`src/rtl/irq_controller_pkg.sv`:
```
`default_nettype none
// ============================================================================
//  Module      : irq_controller_pkg
//  Description : Shared constants for the interrupt source controller:
//                line count, register map and bus FSM state encodings.
//  Revision    : 1.0 - initial release
// ============================================================================
package irq_controller_pkg;

  localparam int c_NUM_IRQ = 7;

  // Register map (CPU A2:A1)
  localparam logic [1:0] c_ADDR_PENDING = 2'd0;
  localparam logic [1:0] c_ADDR_MASK    = 2'd1;
  localparam logic [1:0] c_ADDR_RAW     = 2'd2;
  localparam logic [1:0] c_ADDR_RSVD    = 2'd3;

  // Bus handshake FSM encodings
  localparam logic [0:0] c_ST_IDLE = 1'b0;
  localparam logic [0:0] c_ST_ACK  = 1'b1;

  // Registers are 7 bits wide on an 8-bit bus; bit 7 always reads 0.
  function automatic logic [7:0] pad_reg(input logic [c_NUM_IRQ-1:0] v);
    return {1'b0, v};
  endfunction

endpackage
`default_nettype wire

```
`src/rtl/irq_sync.sv`:
```
`default_nettype none
// ============================================================================
//  Module      : irq_sync
//  Description : 1-bit multi-flop synchroniser with synchronous reset.
//                SYNC_STAGES is expected to be 2 or 3.
//  Revision    : 1.0 - initial release
// ============================================================================
module irq_sync #(
  parameter int SYNC_STAGES = 2
) (
  input  logic clk,
  input  logic rst,
  input  logic d,
  output logic q
);

  logic [SYNC_STAGES-1:0] r_chain;

  // Shift the asynchronous input through the flop chain
  always_ff @(posedge clk) begin
    if (rst) r_chain <= '0;
    else     r_chain <= {r_chain[SYNC_STAGES-2:0], d};
  end

  assign q = r_chain[SYNC_STAGES-1];

endmodule
`default_nettype wire

```
`src/rtl/irq_controller.sv`:
```
`default_nettype none
// ============================================================================
//  Module      : irq_controller
//  Description : Synchronises seven interrupt sources, latches edge-type
//                lines, masks them and drives active-low IRQ1..IRQ7.
//                PENDING/MASK/RAW registers sit on a DTACK-style bus.
//  Revision    : 1.0 - initial release
// ============================================================================
module irq_controller #(
  parameter int         SYNC_STAGES = 2,
  parameter logic [6:0] EDGE_TYPE   = 7'h00,
  parameter logic [6:0] MASK_RESET  = 7'h00
) (
  input  logic       clk,
  input  logic       rst,
  input  logic [6:0] src,
  input  logic [6:0] iack_n,
  input  logic       sel_n,
  input  logic       rw,
  input  logic [1:0] addr,
  input  logic [7:0] data_in,
  output logic [7:0] data_out,
  output logic       dtack_n,
  output logic [6:0] irq_n
);

  import irq_controller_pkg::*;

  logic [c_NUM_IRQ-1:0] w_s;
  logic [c_NUM_IRQ-1:0] r_s_d;
  logic [c_NUM_IRQ-1:0] r_iack_n_d;
  logic [c_NUM_IRQ-1:0] r_pending;
  logic [c_NUM_IRQ-1:0] r_mask;
  logic [c_NUM_IRQ-1:0] w_set;
  logic [c_NUM_IRQ-1:0] w_clr;
  logic [c_NUM_IRQ-1:0] w_pend_next;
  logic [0:0]           r_state;
  logic                 w_bus_start;
  logic                 w_wr;
  logic                 w_wr_pending;
  logic                 w_wr_mask;
  logic [7:0]           w_rd_data;
  logic                 w_unused;

  // Bit 7 of the write data has no register behind it.
  assign w_unused = data_in[7];

  generate
    for (genvar gi = 0; gi < c_NUM_IRQ; gi++) begin : g_sync
      irq_sync #(.SYNC_STAGES(SYNC_STAGES)) u_sync (
        .clk (clk),
        .rst (rst),
        .d   (src[gi]),
        .q   (w_s[gi])
      );
    end
  endgenerate

  // A bus cycle starts only from IDLE, so a long sel_n low writes once.
  assign w_bus_start  = (r_state == c_ST_IDLE) & ~sel_n;
  assign w_wr         = w_bus_start & ~rw;
  assign w_wr_pending = w_wr & (addr == c_ADDR_PENDING);
  assign w_wr_mask    = w_wr & (addr == c_ADDR_MASK);

  // Edge lines: set on a rising synchronised edge, clear on IACK falling
  // edge or write-1-to-clear; set wins so a fresh edge is never dropped.
  // Level lines simply follow the synchronised source.
  assign w_set       = w_s & ~r_s_d;
  assign w_clr       = (r_iack_n_d & ~iack_n) | ({c_NUM_IRQ{w_wr_pending}} & data_in[6:0]);
  assign w_pend_next = (EDGE_TYPE & ((r_pending & ~w_clr) | w_set)) | (~EDGE_TYPE & w_s);

  // Register read multiplexer
  always_comb begin
    w_rd_data = 8'h00;
    case (addr)
      c_ADDR_PENDING: w_rd_data = pad_reg(r_pending);
      c_ADDR_MASK:    w_rd_data = pad_reg(r_mask);
      c_ADDR_RAW:     w_rd_data = pad_reg(w_s);
      c_ADDR_RSVD:    w_rd_data = 8'h00;
      default:        w_rd_data = 8'h00;
    endcase
  end

  // Edge-detect history, pending/mask state and registered IRQ outputs
  always_ff @(posedge clk) begin
    if (rst) begin
      r_s_d      <= '0;
      r_iack_n_d <= '1;
      r_pending  <= '0;
      r_mask     <= MASK_RESET;
      irq_n      <= 7'h7F;
    end else begin
      r_s_d      <= w_s;
      r_iack_n_d <= iack_n;
      r_pending  <= w_pend_next;
      if (w_wr_mask) r_mask <= data_in[6:0];
      irq_n      <= ~(r_pending & r_mask);
    end
  end

  // Bus handshake: acknowledge on select, hold until select is released
  always_ff @(posedge clk) begin
    if (rst) begin
      r_state  <= c_ST_IDLE;
      dtack_n  <= 1'b1;
      data_out <= 8'h00;
    end else begin
      case (r_state)
        c_ST_IDLE: begin
          if (!sel_n) begin
            r_state <= c_ST_ACK;
            dtack_n <= 1'b0;
            if (rw) data_out <= w_rd_data;
          end
        end
        c_ST_ACK: begin
          if (sel_n) begin
            r_state <= c_ST_IDLE;
            dtack_n <= 1'b1;
          end
        end
        default: begin
          r_state <= c_ST_IDLE;
          dtack_n <= 1'b1;
        end
      endcase
    end
  end

endmodule
`default_nettype wire

```
`config.mk`:
```
export PLATFORM = sky130hd
export DESIGN_NAME = irq_controller
export DESIGN_NICKNAME = d
export VERILOG_FILES = /design/src/rtl/irq_controller_pkg.sv /design/src/rtl/irq_sync.sv /design/src/rtl/irq_controller.sv
export SDC_FILE = /design/constraint.sdc
export NUM_CORES = 1
export LEC_CHECK = 0
export ABC_AREA = 1
export CAP_MARGIN = 10
export CORE_ASPECT_RATIO = 0.6
export CORE_UTILIZATION = 47
export CTS_CLUSTER_SIZE = 30
export DETAILED_ROUTE_END_ITERATION = 6
export PLACE_DENSITY_LB_ADDON = 0.12
export SYNTH_ARGS = -nofsm -noshare
export SYNTH_HDL_FRONTEND = slang
export SYNTH_SLANG_ARGS = --single-unit
```
`constraint.sdc`:
```
create_clock -name clk -period 1.3 [get_ports clk]
set_input_delay 0.325 -clock clk [delete_from_list [all_inputs] [get_ports clk]]
set_output_delay 0.325 -clock clk [all_outputs]
set_load 0.02 [all_outputs]
```
Word level (Yosys, flattened, before mapping)
Cells that the tools add are included.
{ "op_classes": {"addsub": 0, "n_mul": 0, "div": 0, "magnitude_cmp": 0, "eq_ne": 5, "shift": 0, "muxes": 5, "bitwise_logic": 8, "reduce_logical": 3} }
{ "op_table": {"columns": ["op", "n"], "rows": [
  ["$pmux 8 s4", 1],
  ["$and 7x7->7", 1],
  ["$not 7->7", 1],
  ["$eq 2x2->1 const B", 2],
  ["$ne 2x2->1 const B", 2],
  ["$and 1x1->1", 3],
  ["$mux 1", 3],
  ["$not 1->1", 3],
  ["$reduce_and 3->1", 1],
  ["$eq 2x1->1 const B", 1],
  ["$logic_not 2->1", 1],
  ["$pmux 1 s2", 1],
  ["$reduce_and 2->1", 1]
]} }
{ "word_totals": {"ff_bits": 45, "latchBits": 0, "mem_bits_rw": 0, "romBits": 0, "in_bits": 28, "out_inout_bits": 16, "word_cells": 34, "n_memories": 0} }

Logic depth before layout (Yosys ltp)
{ "depth": {"ltp_word": 4, "mapped_depth": 8, "depth_no_buf": 7} }

Modules after synthesis
A second synthesis with hierarchy kept.
{ "unflattened": {"cells_unflattened": 223, "hier_area_um2": 1649.1} }
{ "modules_own_cells": {"columns": ["module", "instances", "cells_per_inst", "area_each_um2", "seq_area_each_um2"], "rows": [
  ["irq_controller", 1, 181, 1263.7, 600.6],
  ["irq_sync", 7, 6, 55.1, 40.0]
]} }

Worst setup path after synthesis
OpenSTA, ideal clock, no wires.
{ "synth_path": {"kind": "input port to flip-flop", "from": "input port sel_n", "to": "register r_mask[1]", "setup_time_ns": 0.113, "arrival_time_ns": 0.973, "required_time_ns": 1.187, "slack_ns": 0.214, "stages": 8, "n_path_buf": 1, "cell_sequence": "inv_2 > ha_1 > nand2_1 > nor2_8 > buf_6 > nand2_1 > nand2_1 > nor2_1"} }
{ "synth_between": {"elab_chain_len": 4} }
{ "synth_lines": {"columns": ["item", "line_no", "source"], "rows": [
  ["start: declaration", "irq_controller.sv:18", "input logic sel_n,"],
  ["$not 1->1 (no line)", null, null],
  ["$and 1x1->1", "irq_controller.sv:60", "assign w_bus_start = (r_state == c_ST_IDLE) & ~sel_n;"],
  ["$and 1x1->1", "irq_controller.sv:61", "assign w_wr = w_bus_start & ~rw;"],
  ["$and 1x1->1", "irq_controller.sv:63", "assign w_wr_mask = w_wr & (addr == c_ADDR_MASK);"],
  ["end signal: assignment", "irq_controller.sv:96", "if (w_wr_mask) r_mask <= data_in[6:0];"],
  ["end: declaration", "irq_controller.sv:33", "logic [c_NUM_IRQ-1:0] r_mask;"]
]} }
Every way passes these cells.
A chain may end at the register's enable or synchronous reset.

Worst setup path in the final report
{ "layout_path": {"from": "register data_out[0]", "to": "output port data_out[0]"} }
{ "layout_lines": {"columns": ["item", "line_no", "source"], "rows": [
  ["start: declaration", "irq_controller.sv:22", "output logic [7:0] data_out,"],
  ["start signal: assignment", "irq_controller.sv:113", "if (rw) data_out <= w_rd_data;"]
]} }
No word-level cell between the ends.

==> out/metrics.csv <==
metric,value,unit
cts_num_sinks,44,
max_freq,0.789,GHz
syn-num-nets,253,
synthToLayoutAreaGrowth,32.6,%
wl_per_cell,9.86,µm
fin_cells,313,
crit_chain,clkdlybuf4s15_1,
final_core_util,66.3,%
regArea,881,µm²
worstHoldPathType,input port to flip-flop,
cts-buffers-inserted,5,
route.antenna.remaining_nets,0,
crit_path_end_kind,output pin,
clkPwrFrac,33.3,%
p_switching,0.000608,W
pre_cts_slack,-0.310,ns
vias,1358,
synthCells,224,
dpl-instance-area,2080,µm²
first_iter_violations,40,
cts_tree,yes,
leakagePower,1.06,nW
hold_violations,0,
finalCritPeriodShare,97.5,%
groute.usage.overall,17.6,%
vdd_drop_max,0.737,mV
die_area,3760,µm²
synth-compound-area-share,0.606,%
drive_gt1_share,10.4,%
avgSynthCellArea,7.37,µm²
clkTransAtPathRegs,0.08,ns
critPathBufInv,1,
grt_pass1_vias,1069,
synth.most_common_cell,nand2_1,
io_buffers,34,
ys_async_sr_fraction,0,%
rsz0062_at_grt,no,
die_x,78.5,µm
run_status,"finished, final reports clean",
synth.area.top_cells,"dfxtp_1, nand2_1, nor2_1, inv_1, nand3_1",
syn_area,1650,µm²
clock_skew,0.00636,ns
rows,16,
path_delay_family,flip-flops,
grt_overflow_total,0,
final_nets,296,
max_stage_delay,0.35,ns
clk-insertion-delay-late,0.29,ns
drc,0,
switching_share,23.6,%
initial_utilization,50.0,%
internal-power,0.00197,W
synth_ff_type,dfxtp_1,
fill_cells,293,
synth_top_family_by_area,simple AND/OR/NAND/NOR gates,
drv_cap,0,
wl,3.09,mm
clk_path_buf_depth,2,
p_per_area,1180,nW/µm²
critPathLaunchType,flip-flop,
drv_slew,0,
yosysSeqAreaShare,53.3,%
setup_viol,0,
diodes,0,
p_seq_share,55.2,%
synth-edff-count,0,
worstSetupPathType,flip-flop to output pin,
finish.instance_area,2190,µm²
synth_top_area_share,53.3,%
crit_path_top_delay_cell,dfxtp_1,
cts-root-buf,clkbuf_8,
critPathRequiredTime,0.98,ns
synth_fa_ha_area_share,0.758,%
yosys-top-cells-count,"nand2_1, nor2_1, dfxtp_1, inv_1, nand3_1",
grt_max_degree,22,
gp_congestion,0.791,
placed_cells,304,
synth_top_cell_by_area,dfxtp_1,
die_h,47.9,µm
postCtsSetupRepairBufs,0,
grt_pass1_wl,4.78,mm
synth_xor_area_share,0,%
power_frac_comb,11.6,%
vias_per_cell,4.34,
hpwl,2.25,mm
synth_warnings,0,
arrival,0.94,ns
ys_ff_latch,44,
core_area,3300,µm²
multi_input_area,591,µm²
min_period,1.27,ns
muxShareOfSynthArea,0,%
synthSimpleGateAreaFrac,32.3,%
cp_max_fo,2,
htreeDepth,2,
antenna_found_initial,0,
io_pins,44,
worst_slack,0.0328,ns
first_pass_iters,4,
synth_cell_type_count,17,
layout make-up:
cell class                      count  share of cell area, %
Clock buffer                        8                   4.11
Inverter                           41                   7.26
Multi-Input combinational cell    132                   27.0
Sequential cell                    44                   40.2
Tap cell                           45                   2.57
Timing Repair Buffer               43                   18.9
repair_timing:
action / 4_1_cts / 5_1_grt
hold buffers: 0 / 0
setup endpoints to repair: 16 / 21
cloned: 0 / 1
resized for setup: 16 / 15
pin swaps: 0 / 1
path summary, 6_finish.rpt:
kind | endpoint | slack (ns) | startpoint | cells after the start
worst min-delay path | r_state$_SDFF_PP0_ | 0.37 | sel_n | 3
worst min register to register | g_sync[3].u_sync.r_chain[1]$_SDFF_PP0_ | 0.40 | g_sync[3].u_sync.r_chain[0]$_SDFF_PP0_ | 2
worst max-delay path | data_out[0] | 0.03 | data_out[0]$_SDFFE_PP0P_ | 1
worst max register to register | r_mask[4]$_SDFFE_PP0P_ | 0.21 | r_state$_SDFF_PP0_ | 6
cells in the final DEF (no fill, tap or decap), drive strengths merged:
master,synthesis,layout
nor2,53,54
nand2,52,52
dfxtp,44,44
inv,41,41
nand3,22,22
clkdlybuf4s50,0,16
buf,4,9
clkbuf,4,9
dlygate4sd2,0,8
clkdlybuf4s15,0,6
dlymetal6s2s,0,3
a21oi,1,1
o21ai,1,1
ha,1,1
conb,1,1
logic make-up after synthesis:
| logic type | count (synthesis) |
|---|---|
| fa+ha+maj | 1 |
| buf+inv | 49 |
| flops | 44 |
| compound gates | 2 |
| other cells | 1 |
| simple gates | 127 |
per-layer routing:
metal  vias up  global-route usage [%]  part of all wire [%]
met4         0                    7.78                  0.62
met1       585                    22.8                    53
li1        737                       -                     -
met2        34                    28.0                    40
met3         2                    5.33                   7.1
met5         -                       0                     0
power by group through the flow:
stage	Sequential, W	Clock, W	Combinational, W
final	0.00142	0.000858	0.000298
after global routing	0.00143	0.000926	0.000337
after CTS	0.00142	0.000878	0.000287
after detailed placement	0.00145	0	0.000297
after global placement	0.00145	0	0.000294
after floorplan	0.00147	0	0.000143
state kept, by name, indices dropped and copies added (netlist names):
signal                 count
data_out                   7
g_sync.u_sync.r_chain     14
r_pending                  7
dtack_n                    1
r_state                    1
r_mask                     7
irq_n                      7
through the flow:
stage               TNS (ns)  hold WS (ns)  total power [W]
floorplan                  0         0.383          0.00161
global placement       -4.23         0.392          0.00175
detailed placement     -4.32         0.392          0.00175
CTS                  -0.0125         0.404          0.00259
global route               0         0.387          0.00269
finish                     0         0.366          0.00258
(Power assumes the default switching activity.)
